==> src/rtl/sys_defs.sv <==
// Shared processor types: the execute-to-complete packet, the CDB broadcast tag,
// the complete-to-ROB packet, and the default complete-stage FIFO depth.
`ifndef IC_DEPTH
`define IC_DEPTH 4
`endif

package sys_defs;

    localparam int XLEN             = 32;
    localparam int PHYS_REG_W       = 6;
    localparam int ROB_IDX_W        = 5;
    localparam int IC_DEPTH_DEFAULT = `IC_DEPTH;

    typedef struct packed {
        logic                  valid;
        logic [PHYS_REG_W-1:0] phys_reg;
    } CDB_PACKET;

    typedef struct packed {
        logic [XLEN-1:0]      result;
        logic [XLEN-1:0]      NPC;
        logic                 take_branch;
        logic [XLEN-1:0]      rs2_value;
        logic                 wr_mem;
        CDB_PACKET            dest_tag;
        logic                 halt;
        logic                 illegal;
        logic                 csr_op;
        logic [ROB_IDX_W-1:0] rob_idx;
    } EX_IC_PACKET;

    typedef struct packed {
        logic                 valid;
        logic [ROB_IDX_W-1:0] rob_idx;
        logic                 take_branch;
        logic [XLEN-1:0]      target;
        logic                 halt;
        logic                 illegal;
        logic                 wr_mem;
        logic                 csr_op;
        logic [XLEN-1:0]      st_addr;
        logic [XLEN-1:0]      st_data;
    } IC_ROB_PACKET;

endpackage

==> src/rtl/stage_ic_fifo.sv <==
// Circular in-order FIFO of execute results with flush; exposes the head entry
// and the registered occupancy.
module ic_fifo
    import sys_defs::*;
#(
    parameter int DEPTH = IC_DEPTH_DEFAULT,
    parameter int CNT_W = $clog2(DEPTH + 1)
) (
    input  logic             clock,
    input  logic             reset,
    input  logic             i_push,
    input  logic             i_pop,
    input  logic             i_flush,
    input  EX_IC_PACKET      i_din,
    output EX_IC_PACKET      o_head,
    output logic [CNT_W-1:0] o_count
);

    localparam int PTR_W = $clog2(DEPTH);

    EX_IC_PACKET      r_mem [DEPTH];
    logic [PTR_W-1:0] r_head;
    logic [PTR_W-1:0] r_tail;
    logic [CNT_W-1:0] r_count;
    logic             w_push;
    logic             w_pop;

    // Guard locally so the FIFO never over/underflows regardless of the caller.
    assign w_push = i_push && !i_flush && (r_count != CNT_W'(DEPTH));
    assign w_pop  = i_pop  && !i_flush && (r_count != '0);

    // NOTE: state registers use non-blocking assignments so every flop samples
    // pre-edge values, independent of process evaluation order.
    always_ff @(posedge clock or negedge reset) begin
        if (!reset) begin
            r_head  <= '0;
            r_tail  <= '0;
            r_count <= '0;
        end else if (i_flush) begin
            r_head  <= '0;
            r_tail  <= '0;
            r_count <= '0;
        end else begin
            if (w_push) r_tail <= r_tail + PTR_W'(1);
            if (w_pop)  r_head <= r_head + PTR_W'(1);
            r_count <= r_count + CNT_W'(w_push) - CNT_W'(w_pop);
        end
    end

    // NOTE: payload storage has no reset; validity comes solely from r_count,
    // so clearing the array would only cost reset fan-out.
    always_ff @(posedge clock) begin
        if (w_push) r_mem[r_tail] <= i_din;
    end

    assign o_head  = r_mem[r_head];
    assign o_count = r_count;

endmodule

==> src/rtl/stage_ic.sv <==
// Complete stage: queues execute results, requests CDB wakeup broadcasts for
// entries with a real destination, and retires every entry to the ROB in order.
module stage_ic
    import sys_defs::*;
#(
    parameter int IC_DEPTH = IC_DEPTH_DEFAULT,
    parameter int CNT_W    = $clog2(IC_DEPTH + 1)
) (
    input  logic             clock,
    input  logic             reset,
    input  logic             ex_ic_valid,
    input  EX_IC_PACKET      ex_ic_packet,
    output logic             ic_ex_ready,
    input  logic             flush,
    input  logic             cdb_grant,
    output logic             cdb_request,
    output CDB_PACKET        cdb_packet,
    output IC_ROB_PACKET     ic_rob_packet,
    output logic [CNT_W-1:0] ic_count
);

    EX_IC_PACKET      w_head;
    logic [CNT_W-1:0] w_count;
    logic             w_nonempty;
    logic             w_needs_cdb;
    logic             w_push;
    logic             w_pop;
    logic             w_unused_npc;

    ic_fifo #(
        .DEPTH (IC_DEPTH),
        .CNT_W (CNT_W)
    ) u_fifo (
        .clock   (clock),
        .reset   (reset),
        .i_push  (w_push),
        .i_pop   (w_pop),
        .i_flush (flush),
        .i_din   (ex_ic_packet),
        .o_head  (w_head),
        .o_count (w_count)
    );

    // Ready looks only at the registered count, keeping the grant path out of
    // the execute back-pressure timing.
    assign ic_ex_ready = (w_count != CNT_W'(IC_DEPTH));
    assign w_nonempty  = (w_count != '0);

    // Stores, x0 writes and illegal instructions have nothing to wake up.
    assign w_needs_cdb = w_head.dest_tag.valid
                      && (w_head.dest_tag.phys_reg != '0)
                      && !w_head.illegal;

    assign w_push      = ex_ic_valid && ic_ex_ready && !flush;
    assign w_pop       = w_nonempty && !flush && (w_needs_cdb ? cdb_grant : 1'b1);
    assign cdb_request = w_nonempty && w_needs_cdb && !flush;
    assign ic_count    = w_count;

    // The ROB rebuilds the fall-through PC itself, so NPC is carried but unused.
    assign w_unused_npc = ^w_head.NPC;

    // NOTE: every output struct gets a full default first so no field can
    // hold its previous value and infer a latch.
    always_comb begin
        cdb_packet          = '0;
        cdb_packet.valid    = w_pop && w_needs_cdb;
        cdb_packet.phys_reg = w_head.dest_tag.phys_reg;

        ic_rob_packet             = '0;
        ic_rob_packet.valid       = w_pop;
        ic_rob_packet.rob_idx     = w_head.rob_idx;
        ic_rob_packet.take_branch = w_head.take_branch;
        ic_rob_packet.target      = w_head.result;
        ic_rob_packet.halt        = w_head.halt;
        ic_rob_packet.illegal     = w_head.illegal;
        ic_rob_packet.wr_mem      = w_head.wr_mem;
        ic_rob_packet.csr_op      = w_head.csr_op;
        ic_rob_packet.st_addr     = w_head.result;
        ic_rob_packet.st_data     = w_head.rs2_value;
    end

endmodule

==> config.mk <==
export PLATFORM = sky130hd
export DESIGN_NAME = stage_ic
export DESIGN_NICKNAME = d
export VERILOG_FILES = /design/src/rtl/sys_defs.sv /design/src/rtl/stage_ic_fifo.sv /design/src/rtl/stage_ic.sv
export SDC_FILE = /design/constraint.sdc
export NUM_CORES = 1
export LEC_CHECK = 0
export ABC_AREA = 0
export CAP_MARGIN = 20
export CORE_MARGIN = 10
export CORE_UTILIZATION = 55
export CTS_BUF_LIST = sky130_fd_sc_hd__clkbuf_4
export DETAILED_ROUTE_END_ITERATION = 8
export PLACE_DENSITY = 0.84
export SYNTH_ARGS = -nofsm -noshare
export SYNTH_HDL_FRONTEND = slang
export SYNTH_SLANG_ARGS = --single-unit
export TNS_END_PERCENT = 20
==> constraint.sdc <==
create_clock -name clock -period 4.8 [get_ports clock]
set_input_delay 0.48 -clock clock [delete_from_list [all_inputs] [get_ports clock]]
set_output_delay 0.48 -clock clock [all_outputs]
set_load 0.05 [all_outputs]
=== Yosys cells after proc, flatten, opt, wreduce, memory -nomap -nowiden ===
Memories as Yosys holds them, arrays and structs flattened.
Cells that the tools add are included.

* Register bits after elaboration: 7
* Logic and storage cells: 36
* Memory bits (writable): 452
* Bits of input ports: 118
* Memories: 1

* Mux-type cells: 8
* Add/sub/neg operators: 4
* Eq/ne operators: 1
* Reduce and logical (&&, ||, !) cells: 19

{| class="wikitable"
|+ Memories
! name !! depth !! width !! read ports !! clocked after memory_dff !! wr ports !! RTL line !! source
|-
| u_fifo.r_mem || 4 || 113 || 1 || 0 || 1 || stage_ic_fifo.sv:21 || <nowiki>EX_IC_PACKET r_mem [DEPTH];</nowiki>
|}

{| class="wikitable"
|+ Operators by type and width
! cell !! count
|-
| $logic_and A1 B1 Y1 || 13
|-
| $mux W2 || 4
|-
| $reduce_bool A6 Y1 || 1
|-
| $add A2 B1 Y2 const B || 2
|-
| $reduce_bool A2 Y1 || 2
|-
| $add A3 B1 Y3 || 1
|-
| $mux W1 || 3
|-
| $mux W3 || 1
|-
| $ne A3 B3 Y1 const B || 1
|-
| $reduce_bool A3 Y1 || 1
|-
| $sub A3 B1 Y3 || 1
|-
| $logic_not A1 Y1 || 2
|}

=== Logic depth before layout (Yosys ltp) ===
Gate-level depths: netlist (run 1).
An unclocked memory read counts as a cell.

* Depth after elaboration: 10
* Gate-level depth with buffers: 12
* Depth with buffers taken out: 11

=== Hierarchy ===
From an unflattened synthesis (run 1), not the netlist that was laid out.

* Cells, all modules: 680
* Area total of the unflattened synthesis: 17066.4 um2

{| class="wikitable"
|+ By module, submodules not included
! module !! times used !! sequential area each (um2) !! area each (um2) !! cells each
|-
| ic_fifo || 1 || 13748.2 || 16733.5 || 634
|-
| stage_ic || 1 || 0.0 || 332.8 || 46
|}

=== Worst setup path before layout (run 1) ===
No wires, ideal clock.

* Path kind: reg-to-reg
* Start point: reg u_fifo.r_count[1], in the netlist u_fifo.o_count[1]
* End point: mem u_fifo.r_mem[0][0] in the netlist's numbering (enable)
* Path buffers: 0
* Stages on the path, launching flop included: 6
* Period minus slack after synthesis: 3953 ps
* Library setup time: 448 ps
* Data required time: 4352 ps
* Data arrival time: 3505 ps
* Path slack: 847 ps
* Cell sequence: dfrtp_1 -> nor2_1 -> nand2_1 -> nand2_1 -> nor2_1 -> and2_1

* Longest elaborated chain between the ends: 7

{| class="wikitable"
|+ RTL lines
! element !! RTL line !! source
|-
| start, declared || stage_ic_fifo.sv:24 || <nowiki>logic [CNT_W-1:0] r_count;</nowiki>
|-
| start signal, assigned || stage_ic_fifo.sv:46 || <nowiki>r_count <= r_count + CNT_W'(w_push) - CNT_W'(w_pop);</nowiki>
|-
| $ne A3 B3 Y1 (*) || stage_ic.sv:46 || <nowiki>assign ic_ex_ready = (w_count != CNT_W'(IC_DEPTH));</nowiki>
|-
| named net ic_ex_ready || stage_ic.sv:13 || <nowiki>output logic ic_ex_ready,</nowiki>
|-
| $logic_and A1 B1 Y1 (2 in series) || stage_ic.sv:54 || <nowiki>assign w_push = ex_ic_valid && ic_ex_ready && !flush;</nowiki>
|-
| $logic_and A1 B1 Y1 || stage_ic_fifo.sv:29 || <nowiki>assign w_push = i_push && !i_flush && (r_count != CNT_W'(DEPTH));</nowiki>
|-
| $logic_and A1 B1 Y1 (*) || stage_ic_fifo.sv:29 ||
|-
| $mux W1 (*) || stage_ic_fifo.sv:53 || <nowiki>if (w_push) r_mem[r_tail] <= i_din;</nowiki>
|-
| $mux W1 (not written as such) (*) || stage_ic_fifo.sv:53 ||
|-
| end, declared || stage_ic_fifo.sv:21 ||
|}

The timed path passes the listed nets; every way through them passes the cells marked *.

==> results of run 1 <==
[layer usage]
| layer | share of wire, % | global-route usage (%) |
|---|---|---|
| met1 | 37 | 20.39 |
| met2 | 51 | 27.31 |
| met3 | 11 | 7.820 |
| met4 | 1.4 | 5.645 |
| met5 | 0.053 | 0 |
[per-stage QoR]
| step | setup slack (ps) | total power, mW | utilization (%) | hold slack, ps |
|---|---|---|---|---|
| after floorplan | 846.9 | 6.651 | - | 184.4 |
| after global placement | 1205 | 7.767 | 66.03 | 555.0 |
| after CTS | 417.9 | 10.04 | 70.42 | 43.65 |
| final | 531.7 | 9.894 | 70.55 | 91.78 |
| after detailed placement | 1138 | 7.827 | 66.03 | 588.2 |
| after global routing | 193.8 | 10.33 | 70.54 | 41.82 |
[synth_stat cells, drive strengths merged (2+ instances only)]
| cell type | count | area, um^2 |
|---|---|---|
| edfxtp | 324 | 9729 |
| mux4 | 81 | 1828 |
| buf | 43 | 301.5 |
| clkbuf | 9 | 33.78 |
| dfrtp | 7 | 175.2 |
| ha | 6 | 75.07 |
| nor2 | 6 | 22.52 |
| and2 | 5 | 31.28 |
| inv | 5 | 18.77 |
| nand2 | 3 | 11.26 |
| mux2i | 2 | 20.02 |
| nand2b | 2 | 12.51 |
| nor2b | 2 | 12.51 |
| nor3 | 2 | 10.01 |
| o21a | 2 | 16.27 |
| xnor2 | 2 | 17.52 |
[final cells by class]
type,instances,area [um^2]
Sequential cell,331,9912
Fill cell,1331,6486
Multi-Input combinational cell,120,2146
Timing Repair Buffer,215,2145
Clock buffer,114,855.8
Tap cell,280,350.3
Clock inverter,14,110.1
Inverter,5,18.77
Antenna cell,1,2.502
[report_power, final]
part | internal [mW] | total, mW | switching, mW
clock | 1.19 | 2.18 | 0.994
sequential | 3.38 | 3.52 | 0.146
combinational | 1.52 | 4.19 | 2.67
total | 6.08 | 9.89 | 3.81
[cell families (layout without fill, tap and decap cells)]
| group | Yosys count | count (layout) | share of synthesized area (%) |
|---|---|---|---|
| adders and majority gates | 7 | 7 | 0.7672 |
| other | 0 | 1 | 0 |
| DFF | 331 | 331 | 79.91 |
| xor gates and xnor gates | 3 | 3 | 0.2120 |
| and+or+nand+nor | 22 | 22 | 0.9387 |
| muxes | 83 | 83 | 14.91 |
| AOI/OAI and AO/OA | 5 | 5 | 0.4038 |
| buffers and inverters | 57 | 348 | 2.857 |
[state kept, by name, summed over array words and instances (netlist names)]
name,count
u_fifo.r_mem,324
u_fifo.r_head,2
u_fifo.r_tail,2
u_fifo.o_count,3
[worst max-delay path, delay by kind of cell, from the launching register on]
kind / cells / cell delay, ps
AO/OA/AOI/OAI: 1 / 260
buffers and inverters: 1 / 720
flip-flops: 1 / 860
multiplexers: 1 / 440
AND/OR/NAND/NOR: 3 / 830
[worst max-delay path by stage]
stage                                 start                 end  slack (ps)  cells past startpoint
after floorplan           u_fifo.o_count[1]  u_fifo.r_mem[0][0]         850                      5
after global placement     u_fifo.r_head[0]       cdb_packet[6]        1210                      7
after detailed placement   u_fifo.r_head[0]       cdb_packet[6]        1140                      7
after CTS                  u_fifo.r_head[0]       cdb_packet[6]         420                      7
after global routing       u_fifo.r_head[0]       cdb_packet[6]         190                      7
final                      u_fifo.r_head[1]       cdb_packet[6]         530                      6
==> results.md, run 1 <==
- Most frequent cells in the layout: edfxtp_1, clkdlybuf4s50_1, clkbuf_4
- Clock Tree Root: clkbuf_4
- Core outline area: about 22,000 um^2
- Worst skew pair latency: ~650 ps
- Max Fanout on Critical Path: 44
- TNS Setup: 0 ps
- Top flip-flop cell by instance count after synthesis: edfxtp_1
- Synth Register Bits: 331
- Post-CTS Hold Buffers: 0
- Worst-Margin Slew: 1015 ps
- Min-Delay Path Class: primary input to asynchronous set/reset pin
- Instance area after placement: approximately 15,000 um^2
- Arrival time worst endpoint: roughly 3800 ps
- TritonCTS buffer count: a little over 80
- Boundary Pins: around 240
- CP startpoint kind: register
- Post-route ant nets: 0
- Post-DR vias/cell: 5.569
- CTS max path bufs: 3
- Vias in the first global route: 6,648
- Syn_nets: roughly 630
- Worst-path cell chain: mux4_2 -> or4_4 -> o31ai_4 -> nor3_1 -> and2_1 -> clkdlybuf4s50_1
- Fin cells: about 1,100
- CP Data Required Time: 4320 ps
- Clock sink total: around 330
- Sequential area share after synthesis: approximately four fifths
- First-pass GRT wire length: 37,770 um
- Max H-tree Level: 3
- Tmin final: approximately 4300 ps
- Worst path slowest cell: dfrtp_4
- Pwr per Cell Area: roughly 640 nW/um^2
- Initial antenna violation count: 1
- Final hold vios: 0
- Starting DRT DRC Count: approximately 470
- Status: finished, final reports clean
- Die Ht: around 170 um
- Post-route cell area: roughly 16,000 um^2
- Leak: 5.064 nW
- Post-CTS sizing: 0
- Number of enable flip-flop cells after synthesis: about 320
- Post-synth cell types: 28
- Max-Cap Viols: 0
- Residual DRC: 0
- CTS tree: built
- FF-to-FF setup slack: around 1200 ps
- Syn Inst Count: 508
- Total Routing Usage GR: roughly 17%
- Placed Cells: 950
- Nets: 880
- Post-CTS Setup Inserts: 0
- Crit Path Class: register to primary output
- Final Cycle Share: between 80% and 90%
- Placement Rows: 54
- Setup violations, final: 0
- RR Startpoint: u_fifo.r_head[1]
- Syn avg cell area: between 20 and 25 um^2
- Vias after detailed routing: approximately 6,000
- Total grt overflow: 0
- Port bufs: about 200
- Most common cell after layout, fill and taps aside: edfxtp_1
- Max Clk Rate: 234.3 MHz
- Largest net degree at the start of global routing: 72
- Ys Warns: 0
- Final wirelength: ~25,000 um
- RSZ-0062 raised after global routing: no
- Worst R2R End: u_fifo.o_count[2]
- Starting Density: around 56%
- Synthesized area: approximately 12,000 um^2
- Setup crit end kind: primary output
- CP peak stage delay: roughly 860 ps
- Skew final: ~40 ps
- Clock transition at path regs: approximately 60 ps
- R2r worst-path depth: 11
- WL/cell: approximately 23 um
- Slew headroom: between 30% and 40%
- Layout cell share with drive strength beyond 1: 27.41%
- Max-slew violations: 0
- Initial DRT Pass Iterations: 5
- DPL Wire Length: approximately 16,000 um
- Die ar.: between 20,000 and 30,000 um^2
- Die W: 170.1 um
- Ys async rst share: roughly 2.1%
- Layout area overhead: 25.38%
- Gp weighted congestion: about 0.78
- Peak supply drop: approximately 0.5 mV
(Power assumes the default switching activity.)
==> run 2: changes to the inputs <==
Settings changed: ABC_CLOCK_PERIOD_IN_PS from default to 4800.
==> results of run 2 <==
No change in the layout: final DEF, timing and power equal those of run 1.
